$ cat src/rtl/simon_pkg.sv
// Shared constants for the Simon 64/128 round controller: round count,
// ctrl encodings and the FSM state encoding seen on dbg_state.
package simon_pkg;

    localparam int ROUNDS = 44;

    localparam logic CTRL_ENC = 1'b0;
    localparam logic CTRL_DEC = 1'b1;

    typedef enum logic [2:0] {
        IDLE    = 3'd0,
        LOAD    = 3'd1,
        KEY_EXP = 3'd2,
        ENC_RUN = 3'd3,
        DEC_RUN = 3'd4,
        DONE    = 3'd5
    } state_e;

endpackage

$ cat src/rtl/simon_round_cnt.sv
// Loadable up/down round counter with a direction-aware terminal-count flag.
// Saturates at 0 and MAX_VAL so key_addr can never wrap.
module simon_round_cnt #(
    parameter int RND_W   = 6,
    parameter int MAX_VAL = 43
) (
    input  logic             clk,
    input  logic             res,
    input  logic             i_clr,
    input  logic             i_load,
    input  logic [RND_W-1:0] i_load_val,
    input  logic             i_en,
    input  logic             i_down,
    output logic [RND_W-1:0] o_cnt,
    output logic             o_tc
);

    localparam logic [RND_W-1:0] LP_MAX = RND_W'(MAX_VAL);
    localparam logic [RND_W-1:0] LP_ONE = RND_W'(1);

    logic [RND_W-1:0] r_cnt;

    // NOTE: sequential state uses non-blocking assignments so every flop
    // samples pre-edge values regardless of process ordering.
    always_ff @(posedge clk or posedge res) begin
        if (res) begin
            r_cnt <= '0;
        end else if (i_clr) begin
            r_cnt <= '0;
        end else if (i_load) begin
            r_cnt <= i_load_val;
        end else if (i_en) begin
            if (i_down) begin
                if (r_cnt != '0) r_cnt <= r_cnt - LP_ONE;
            end else begin
                if (r_cnt != LP_MAX) r_cnt <= r_cnt + LP_ONE;
            end
        end
    end

    assign o_tc  = i_down ? (r_cnt == '0) : (r_cnt == LP_MAX);
    assign o_cnt = r_cnt;

endmodule

$ cat src/rtl/simon_round_ctrl.sv
// Simon round controller: sequences load, key expansion and encrypt/decrypt
// rounds, and reuses the expanded round keys for decrypt when still valid.
module simon_round_ctrl
    import simon_pkg::*;
#(
    parameter int ROUNDS = simon_pkg::ROUNDS,
    parameter int RND_W  = 6
) (
    input  logic             clk,
    input  logic             res,
    input  logic             start,
    input  logic             ctrl,
    input  logic             new_key,
    input  logic             out_ack,
    output logic             busy,
    output logic             load,
    output logic             round_en,
    output logic             key_wr_en,
    output logic [RND_W-1:0] key_addr,
    output logic             done,
    output logic [2:0]       dbg_state
);

    localparam logic [RND_W-1:0] LP_LAST = RND_W'(ROUNDS - 1);

    state_e           r_state;
    state_e           w_next;
    logic             r_ctrl;
    logic             r_new_key;
    logic             r_keys_valid;
    logic             w_kv_clr;
    logic             w_kv_set;
    logic             w_cnt_clr;
    logic             w_cnt_load;
    logic             w_cnt_en;
    logic             w_cnt_down;
    logic             w_cnt_tc;
    logic [RND_W-1:0] w_cnt;

    simon_round_cnt #(
        .RND_W  (RND_W),
        .MAX_VAL(ROUNDS - 1)
    ) u_cnt (
        .clk       (clk),
        .res       (res),
        .i_clr     (w_cnt_clr),
        .i_load    (w_cnt_load),
        .i_load_val(LP_LAST),
        .i_en      (w_cnt_en),
        .i_down    (w_cnt_down),
        .o_cnt     (w_cnt),
        .o_tc      (w_cnt_tc)
    );

    always_ff @(posedge clk or posedge res) begin
        if (res) begin
            r_state      <= IDLE;
            r_ctrl       <= CTRL_ENC;
            r_new_key    <= 1'b0;
            r_keys_valid <= 1'b0;
        end else begin
            r_state <= w_next;
            if (r_state == IDLE && start) begin
                r_ctrl    <= ctrl;
                r_new_key <= new_key;
            end
            if (w_kv_clr)      r_keys_valid <= 1'b0;
            else if (w_kv_set) r_keys_valid <= 1'b1;
        end
    end

    // NOTE: every signal driven here gets a default first, so no path can
    // leave one unassigned and infer a latch.
    always_comb begin
        w_next     = r_state;
        w_kv_clr   = 1'b0;
        w_kv_set   = 1'b0;
        w_cnt_clr  = 1'b0;
        w_cnt_load = 1'b0;
        w_cnt_en   = 1'b0;
        w_cnt_down = 1'b0;
        unique case (r_state)
            IDLE: begin
                if (start) w_next = LOAD;
            end
            LOAD: begin
                if (r_ctrl == CTRL_ENC) begin
                    w_next    = ENC_RUN;
                    w_kv_clr  = 1'b1;
                    w_cnt_clr = 1'b1;
                end else if (r_keys_valid && !r_new_key) begin
                    w_next     = DEC_RUN;
                    w_cnt_load = 1'b1;
                end else begin
                    w_next    = KEY_EXP;
                    w_kv_clr  = 1'b1;
                    w_cnt_clr = 1'b1;
                end
            end
            KEY_EXP: begin
                w_cnt_en = 1'b1;
                if (w_cnt_tc) begin
                    w_next     = DEC_RUN;
                    w_kv_set   = 1'b1;
                    w_cnt_load = 1'b1;
                end
            end
            ENC_RUN: begin
                w_cnt_en = 1'b1;
                if (w_cnt_tc) begin
                    w_next    = DONE;
                    w_kv_set  = 1'b1;
                    w_cnt_clr = 1'b1;
                end
            end
            DEC_RUN: begin
                w_cnt_en   = 1'b1;
                w_cnt_down = 1'b1;
                if (w_cnt_tc) begin
                    w_next    = DONE;
                    w_cnt_clr = 1'b1;
                end
            end
            DONE: begin
                if (out_ack) w_next = IDLE;
            end
            default: w_next = IDLE;
        endcase
    end

    // Outputs decode registered state only; the counter sits at 0 outside runs.
    assign busy      = (r_state != IDLE);
    assign load      = (r_state == LOAD);
    assign round_en  = (r_state == ENC_RUN) || (r_state == DEC_RUN);
    assign key_wr_en = (r_state == ENC_RUN) || (r_state == KEY_EXP);
    assign done      = (r_state == DONE);
    assign key_addr  = w_cnt;
    assign dbg_state = r_state;

endmodule
$ cat config.mk
export PLATFORM = sky130hd
export DESIGN_NAME = simon_round_ctrl
export DESIGN_NICKNAME = d
export VERILOG_FILES = /design/src/rtl/simon_pkg.sv /design/src/rtl/simon_round_cnt.sv /design/src/rtl/simon_round_ctrl.sv
export SDC_FILE = /design/constraint.sdc
export NUM_CORES = 1
export LEC_CHECK = 0
export BUFFER_PORTS_ARGS = -buffer_cell sky130_fd_sc_hd__buf_2
export CORE_MARGIN = 8
export CORE_UTILIZATION = 57
export DETAILED_ROUTE_END_ITERATION = 7
export PLACE_DENSITY = 0.93
export SYNTH_ARGS = -nofsm -noshare
export SYNTH_HDL_FRONTEND = slang
export SYNTH_HIERARCHICAL = 1
export SYNTH_SLANG_ARGS = --single-unit
$ cat constraint.sdc
create_clock -name clk -period 5.9 [get_ports clk]
set_clock_uncertainty 0.1 [all_clocks]
set_input_delay 0.295 -clock clk [delete_from_list [all_inputs] [get_ports clk]]
set_output_delay 0.295 -clock clk [all_outputs]
set_load 0.01 [all_outputs]
# Yosys cells after proc, flatten, opt, wreduce, memory -nomap -nowiden
# Cells that the tools add are included.
[word_totals]
reg_bits = 12
word_cells = 63
output_inout_bits = 14
in_bits = 6
[classes]
muxes = 27
add_sub_neg = 2
n_reduce_logical = 17
eq_ne = 12
[ops]
columns = ["op", "n"]
rows = [
  ["$mux 6", 6],
  ["$mux 3", 6],
  ["$pmux 3 s5", 1],
  ["$mux 1", 12],
  ["$add 6x1->6 const B", 1],
  ["$eq 3x2->1 const B", 2],
  ["$eq 3x3->1 const B", 2],
  ["$eq 6x6->1 const B", 1],
  ["$logic_not 6->1", 1],
  ["$ne 6x6->1 const B", 1],
  ["$reduce_bool 3->1", 2],
  ["$reduce_bool 6->1", 1],
  ["$sub 6x1->6 const B", 1],
  ["$ne 2x1->1 const B", 2],
  ["$ne 2x2->1 const B", 2],
  ["$ne 4x2->1 const B", 1],
  ["$pmux 1 s2", 2],
  ["$reduce_and 4->1", 1],
  ["$reduce_bool 4->1", 1],
  ["$reduce_or 2->1", 2],
  ["$eq 3x1->1 const B", 1],
  ["$logic_not 3->1", 1],
  ["$reduce_and 3->1", 1],
  ["$reduce_or 3->1", 1],
  ["4 further kinds", 6],
]

# Depth between registers and ports, before layout
# Gate-level depths: netlist of run 1.
[logic_depth]
word_depth = 7
ltp_mapped = 13
ltp_nobuf = 13

# Hierarchy
# Netlist of run 1, hierarchy kept.
[modules_own_cells]
columns = ["module", "n_inst", "cells_each", "area_each_um2", "seq_area_each_um2"]
rows = [
  ["simon_round_cnt", 1, 58, 535.5, 150.1],
  ["simon_round_ctrl", 1, 49, 427.9, 150.1],
]

# Worst setup path before layout of run 1
# No wires, ideal clock.
[synth_timing]
path_type = "reg-to-reg"
start = "register r_state[0], in the netlist dbg_state[0]"
end = "register u_cnt.r_cnt[5], in the netlist u_cnt/o_cnt[5]"
path_slack_ns = 2.982
required_ns = 5.690
path_buffers = 0
setup_ns = 0.110
path_stages_with_launch = 14
arrival_time_ns = 2.708
cell_sequence = "dfrtp_1 nor2_2 nand2_1 inv_1 inv_1 or3_4 o21ai_0 nand2_1 a2bb2oi_1 nor2_1 clkinv_1 nor2_1 a22oi_1 o41ai_1"
[synth_between]
elab_chain_cells = 7
word_cells_on_any_way = 20
[synth_lines]
columns = ["element", "line", "rtl"]
rows = [
  ["from (decl)", "simon_round_ctrl.sv:26", "state_e r_state;"],
  ["from (signal assigned)", "simon_round_ctrl.sv:62", "r_state <= w_next;"],
  ["$eq 3x3->1 *", "simon_round_ctrl.sv:82", "unique case (r_state)"],
  ["$mux 1 *", "simon_round_ctrl.sv:82", ""],
  ["via w_cnt_down", "simon_round_ctrl.sv:36", "logic w_cnt_down;"],
  ["$mux 1 *", "simon_round_cnt.sv:41", "assign o_tc = i_down ? (r_cnt == '0) : (r_cnt == LP_MAX);"],
  ["via w_cnt_tc", "simon_round_ctrl.sv:37", "logic w_cnt_tc;"],
  ["$mux 1 *", "simon_round_ctrl.sv:102", "if (w_cnt_tc) begin"],
  ["$pmux 1 s2 *", "simon_round_ctrl.sv:82", ""],
  ["via w_cnt_load", "simon_round_ctrl.sv:34", "logic w_cnt_load;"],
  ["$ne 4x2->1 (no line) (tied with other cells)", "-", ""],
  ["$reduce_and 3->1 (no line) / $mux 6 (equally long branches)", "-", ""],
  ["to (signal assigned)", "simon_round_cnt.sv:31", "r_cnt <= i_load_val;"],
  ["to (signal assigned)", "simon_round_cnt.sv:34", "if (r_cnt != '0) r_cnt <= r_cnt - LP_ONE;"],
  ["to (signal assigned)", "simon_round_cnt.sv:36", "if (r_cnt != LP_MAX) r_cnt <= r_cnt + LP_ONE;"],
  ["to (decl)", "simon_round_cnt.sv:21", "logic [RND_W-1:0] r_cnt;"],
]
# Mark *: on every way through the listed nets, which the timed path passes. The rest lies on a longest branch. The select of a mux whose other input is x is not followed.
# A chain may end at the register's enable or synchronous reset.

# Final worst setup path of run 1
# Ends and elaborated chain as after synthesis.

==> metrics, run 1 <==
Max Root-Sink Buffers=2; Initial Util=0.583; mapped cell area=approximately 960 um^2; max incr delay on CP=roughly 0.48 ns; WP data arrival=3.52 ns; clock-pin slew on the worst setup and hold paths=around 0.080 ns; H-tree levels=1; hpwl dp=about 1.8 mm; biggest area consumer among synthesized cells=dfrtp_1; commonest cells after routing, fill and taps aside=buf_2, inv_1, nor2_1, dfrtp_1; Worst setup SP type=register; Vias/cell=roughly 5.6; TritonCTS clock tree=yes; Post-Route Setup TNS=0 ns; clock buffer count from CTS=3; slowest cell on the critical path=dfrtp_1; drt first-iter violations=19; Global Route Usage Sum=0.140; critical-path cell list=nor2_2 -> nand2_1 -> inv_1 -> inv_1 -> or3_4 -> o21ai_0 -> nand2_1 -> a2bb2oi_1 -> nor2_1 -> clkinv_1 -> nor2_1 -> a22oi_1 -> o41ai_1; Routed Antenna Nets=0; vias in the first global route=837; Req. time, crit path=5.97 ns; Worst-Margin Slew=about 0.6 ns; DRC viols=0; die footprint=3260 um^2; initial antenna violation count=0; count of cell types in the netlist=40; largest net degree at the start of global routing=14; crit-path max FO=9; CTS root buf=clkbuf_4; Setup violations, final=0; number of synthesized flops with an enable pin=0; area grow syn2layout=16.9%; share of cells above drive strength 1=0.248; RSZ-0062 raised after global routing=false; LEAKAGE=slightly below 0.6 nW; Total Nets Final=145; chip width=around 57 um; Synth Area per Inst=about 9.0 um^2; Fin. Hold Viols=0; Hold Path Class=input port to register; type of element capturing the critical path=register; First-pass DRT Iterations=4; diodes inserted=0; clk_lat worst skew=0.27 ns; Fillers=approximately 130; Sequential Area=300 um^2; Max-Cap Viols=0; GPL Wtd Cong=between 0.9 and 1; flops & latches, synth=12; cell row count=15; min cycle time layout=3.45 ns; pins over their slew limit=0; fin crit share=0.585; Routed Wire Length=~2.3 mm; pwr/cell area=between 300 and 400 nW/um^2; Warnings, synthesis=6; Worst IR Drop VDD=approximately 190 uV; Post-Synthesis Cells=between 100 and 150; Post-Route Utilization=0.682; f_max=between 200 and 300 MHz; outcome=finished, final reports clean; Most used DFF post-synth=dfrtp_1; Post-CTS Resized=0; Avg WL per Cell=about 15 um; Seq/Total Area, Yosys=0.312; IO buf count=19; CTS Sinks=12; Vias=between 800 and 900; IO Pins=20; Rel. slew slack=0.602; first-pass GRT wire length=3.75 mm; share of the synthesized area in the top cell type=0.312; Multi-input gate area=614 um^2; gr ovfl total=0; commonest non-fill, non-tap cell in the layout=buf_2; kind of critical path=register to register; Core Region=between 1500 and 2000 um^2; FFs w/ async S/R, synth=1.00; Die Height=approximately 57 um; main area contributors after synthesis=dfrtp_1, ha_1, inv_1
[through the flow]
| stage | std cells | hold slack (ns) | area (um^2) | total power (W) | setup WS, ns |
|---|---|---|---|---|---|
| floorplan | 111 | -0.0140 | 978 | 0.000247 | 2.98 |
| global placement | 145 | 0.122 | 1080 | 0.000285 | 2.75 |
| detailed placement | 145 | 0.129 | 1080 | 0.000292 | 2.51 |
| CTS | 150 | 0.144 | 1130 | 0.000360 | 2.50 |
| global route | 150 | 0.147 | 1130 | 0.000384 | 2.15 |
| finish | 150 | 0.159 | 1130 | 0.000358 | 2.45 |
[final timing paths]
kind / startpoint / end / slack (ns) / depth (start not counted)
worst max-delay path: dbg_state[0]$_DFFE_PP0P_ / u_cnt/o_cnt[5]$_DFFE_PP0P_ / 2.45 / 13
worst min-delay path: new_key / r_new_key$_DFFE_PP0P_ / 0.16 / 2
worst max register to register: dbg_state[0]$_DFFE_PP0P_ / u_cnt/o_cnt[5]$_DFFE_PP0P_ / 2.45 / 13
worst min register to register: r_new_key$_DFFE_PP0P_ / r_new_key$_DFFE_PP0P_ / 0.42 / 1
max in group asynchronous: res / u_cnt/o_cnt[2]$_DFFE_PP0P_ / 5.11 / 3
min in group asynchronous: res / r_keys_valid$_DFFE_PP0P_ / 0.38 / 3
[area by class of cell]
class / instances / share of cell area
Timing Repair Buffer: 20 / 0.0933
Inverter: 13 / 0.0433
Sequential cell: 12 / 0.267
Tap cell: 17 / 0.0189
Clock buffer: 4 / 0.0322
Multi-Input combinational cell: 84 / 0.546
[flip-flops by register name, indices dropped and copies added (netlist names)]
signal	count
dbg_state	3
r_ctrl	1
r_keys_valid	1
r_new_key	1
u_cnt/o_cnt	6
[per-layer routing]
metal,vias up,global-route usage,part of all wire
li1,420,-,-
met1,399,0.168,0.44
met2,19,0.229,0.50
met3,4,0.0266,0.044
met4,0,0.0705,0.014
met5,-,0,0
[Yosys cell counts (2+ instances only)]
cell type / n
conb_1: 2
nand2_1: 5
nor2_1: 12
xnor2_1: 5
nand2b_1: 3
ha_1: 4
a21oi_1: 6
a31o_2: 2
o41ai_1: 2
o21ai_0: 3
dfrtp_1: 12
mux2i_1: 4
a22oi_1: 2
mux2_4: 2
inv_1: 12
nor2b_1: 2
a21o_1: 2
a211oi_1: 4
nor3b_1: 2
[critical path, delay by kind of cell, from the launching register on]
kind | cells | cell delay, ns
AND/OR/NAND/NOR | 6 | 1.32
buffers and inverters | 3 | 0.66
flip-flops | 1 | 0.48
AO/OA/AOI/OAI | 4 | 0.79
[report_power, final]
group / leakage, nW / switching (W) / internal, W
clock: 0.0210 / 0.0000270 / 0.0000375
sequential: 0.155 / 0.0000262 / 0.0000977
combinational: 0.409 / 0.0000921 / 0.0000774
total: 0.585 / 0.000145 / 0.000213
[kinds of logic after synthesis]
kind of cell	share of synthesized area
and+or+nand+nor	0.196
AOI/OAI and AO/OA	0.218
buffers and inverters	0.0662
DFF	0.312
xor gates and xnor gates	0.0545
muxes	0.0727
adders and majority gates	0.0727
other	0.00780
[what timing repair did]
action / 4_1_cts / 5_1_grt
setup buffers: 0 / 0
hold endpoints to repair: 12 / 0
hold buffers: 1 / 0
No activity file was read; power rests on OpenSTA's default activity.
==> run 2: changes to the inputs <==
--- a/config.mk
+++ b/config.mk
@@ -7,9 +7,9 @@
 export LEC_CHECK = 0
 export BUFFER_PORTS_ARGS = -buffer_cell sky130_fd_sc_hd__buf_2
 export CORE_MARGIN = 8
-export CORE_UTILIZATION = 57
+export CORE_UTILIZATION = 48
 export DETAILED_ROUTE_END_ITERATION = 7
-export PLACE_DENSITY = 0.93
+export PLACE_DENSITY = 0.84
 export SYNTH_ARGS = -nofsm -noshare
 export SYNTH_HDL_FRONTEND = slang
 export SYNTH_HIERARCHICAL = 1
==> constraint.sdc (replaced) <==
create_clock -name clk -period 3.1 [get_ports clk]
set_clock_uncertainty 0.1 [all_clocks]
set_input_delay 0.155 -clock clk [delete_from_list [all_inputs] [get_ports clk]]
set_output_delay 0.155 -clock clk [all_outputs]
set_load 0.01 [all_outputs]
==> run 2 against run 1 <==
  * Non-clock buffer count is 4 higher
  * Count of clock-buffer cells in the layout down 1
  * Sequential power is 84% higher
  * Maximum frequency grew 24%
  * Sequential share of layout area shrank 0.72 points
  * Utilization decreased by 8.0 points
==> metrics, run 2 (synthesis gave the netlist of run 1 again) <==
Post-Route M1 WL=1.01 mm; Post-Route Setup TNS=0 ns; kind of critical path=register to register; Worst setup SP type=register; DRC viols=0; Hold Crit Depth=2; Setup violations, final=0; Avg WL per Cell=13.4 um; Initial Util=0.501; CTS root buf=clkbuf_4; first-pass GRT wire length=about 3.7 mm; WP buf/inv=4; commonest non-fill, non-tap cell in the layout=buf_2; Global Route Usage Sum=0.129; Vias=840; Total Nets Final=between 100 and 150; clock-pin slew on the worst setup and hold paths=0.07 ns; Max Root-Sink Buffers=2; slowest cell on the critical path=dfrtp_1; pwr/cell area=a little under 600 nW/um^2; gr ovfl total=0; Die Height=around 61 um; Fin. Hold Viols=0; clock buffer count from CTS=3; IO Pins=20; LEAKAGE=~0.6 nW; Crit path depth=12; worst reg-to-reg path cell count=12; die footprint=about 3700 um^2; Worst IR Drop VDD=between 300 and 400 uV; drt first-iter violations=24; type of element capturing the critical path=register; RSZ-0062 raised after global routing=false; chip width=about 60 um; Vias/cell=between 5 and 6; WP data arrival=2.83 ns; initial antenna violation count=0; hpwl dp=between 1.5 and 2 mm; Routed met3 length=about 90 um; max incr delay on CP=between 0.4 and 0.5 ns; met2 wire length=roughly 1.1 mm; Max-Cap Viols=0; largest net degree at the start of global routing=13; fin crit share=0.899; outcome=finished, final reports clean; clk_lat worst skew=roughly 0.27 ns; pins over their slew limit=0; Total Power=~0.00067 W; Routed Antenna Nets=0; Core Region=approximately 1900 um^2; First-pass DRT Iterations=4; f_max=approximately 360 MHz; Setup Buffers After CTS=0; cell row count=16; Req. time, crit path=3.14 ns; TritonCTS clock tree=yes; CP top delay family=compound AO/OA/AOI/OAI gates; commonest cells after routing, fill and taps aside=buf_2, inv_1, dfrtp_1; H-tree levels=1; share of cells above drive strength 1=0.279; min cycle time layout=roughly 2.8 ns; IO buf count=19; Hold Path Class=input port to register; diodes inserted=0; max FFs per register=6; Worst path most repeated cell=inv_1; Routed Wire Length=2.18 mm; crit-path max FO=9; uppermost routed layer=met4; critical-path cell list=nor2_2 -> nand2_1 -> inv_1 -> inv_1 -> or3_4 -> o21ai_0 -> buf_4 -> inv_1 -> o21bai_1 -> nor2_1 -> a22oi_1 -> o41ai_1; CTS Sinks=12; vias in the first global route=roughly 830; area grow syn2layout=20.1%; GPL Wtd Cong=~0.9
==> run 2: changes by cell type in the layout (fill, tap and decap cells not counted) <==
| cell | change |
|---|---|
| inv_2 | +1 |
| buf_4 | +4 |
| clkbuf_8 | -1 |
| nor2_1 | -1 |
| nor2_2 | +1 |
| clkinv_1 | -1 |
==> run 2: routing by layer <==
layer / global-route usage / vias to the layer above
met5: 0 / -
met4: 0.0498 / 0
met3: 0.0169 / 4
met2: 0.199 / 18
met1: 0.175 / 384
li1: - / 434
==> run 2: path summary, 6_finish.rpt <==
check	start	end	slack (ns)
hold / removal	new_key	r_new_key$_DFFE_PP0P_	0.02
hold reg to reg	r_keys_valid$_DFFE_PP0P_	r_keys_valid$_DFFE_PP0P_	0.40
max in group asynchronous	res	dbg_state[1]$_DFFE_PP0P_	2.46
min in group asynchronous	res	u_cnt/o_cnt[0]$_DFFE_PP0P_	0.24
setup reg to reg	dbg_state[0]$_DFFE_PP0P_	u_cnt/o_cnt[5]$_DFFE_PP0P_	0.31
setup / recovery	dbg_state[0]$_DFFE_PP0P_	u_cnt/o_cnt[5]$_DFFE_PP0P_	0.31
==> run 2: final cells by class <==
| type | count | area (um^2) |
|---|---|---|
| Clock buffer | 3 | 22.5 |
| Fill cell | 176 | 764 |
| Inverter | 13 | 48.8 |
| Multi-Input combinational cell | 84 | 617 |
| Sequential cell | 12 | 300 |
| Tap cell | 27 | 33.8 |
| Timing Repair Buffer | 24 | 135 |
==> run 2: worst register-to-register path, stage by stage (launching register included) <==
cell      delay [ns]
dfrtp_1         0.47
nor2_2          0.15
nand2_1         0.07
inv_1           0.20
inv_1           0.12
or3_4           0.40
o21ai_0         0.24
buf_4           0.18
inv_1           0.04
o21bai_1        0.29
nor2_1          0.10
a22oi_1         0.19
o41ai_1         0.10
==> run 2: repair_timing <==
item	CTS	global route
hold buffers	1	0
gates resized for setup	0	2
endpoints found under the hold margin	12	0
setup endpoints to repair	0	6
==> run 2: report_power, final <==
group          leakage (nW)   total, W  internal, W  switching (W)
Sequential            0.155   0.000228     0.000186      0.0000416
Combinational         0.430   0.000348     0.000160       0.000188
Clock                0.0138  0.0000926    0.0000449      0.0000477
==> run 2: metrics by stage <==
stage	hold WS, ns	cells	setup WS [ns]	instance area (um^2)	util
after floorplan	-0.154	111	0.182	978	-
after global placement	-0.0145	159	0.257	1120	0.584
after detailed placement	-0.00600	159	0.138	1120	0.584
after CTS	0.0172	163	0.116	1150	0.601
after global routing	0.0191	163	0.0540	1160	0.602
final	0.0169	163	0.314	1160	0.602
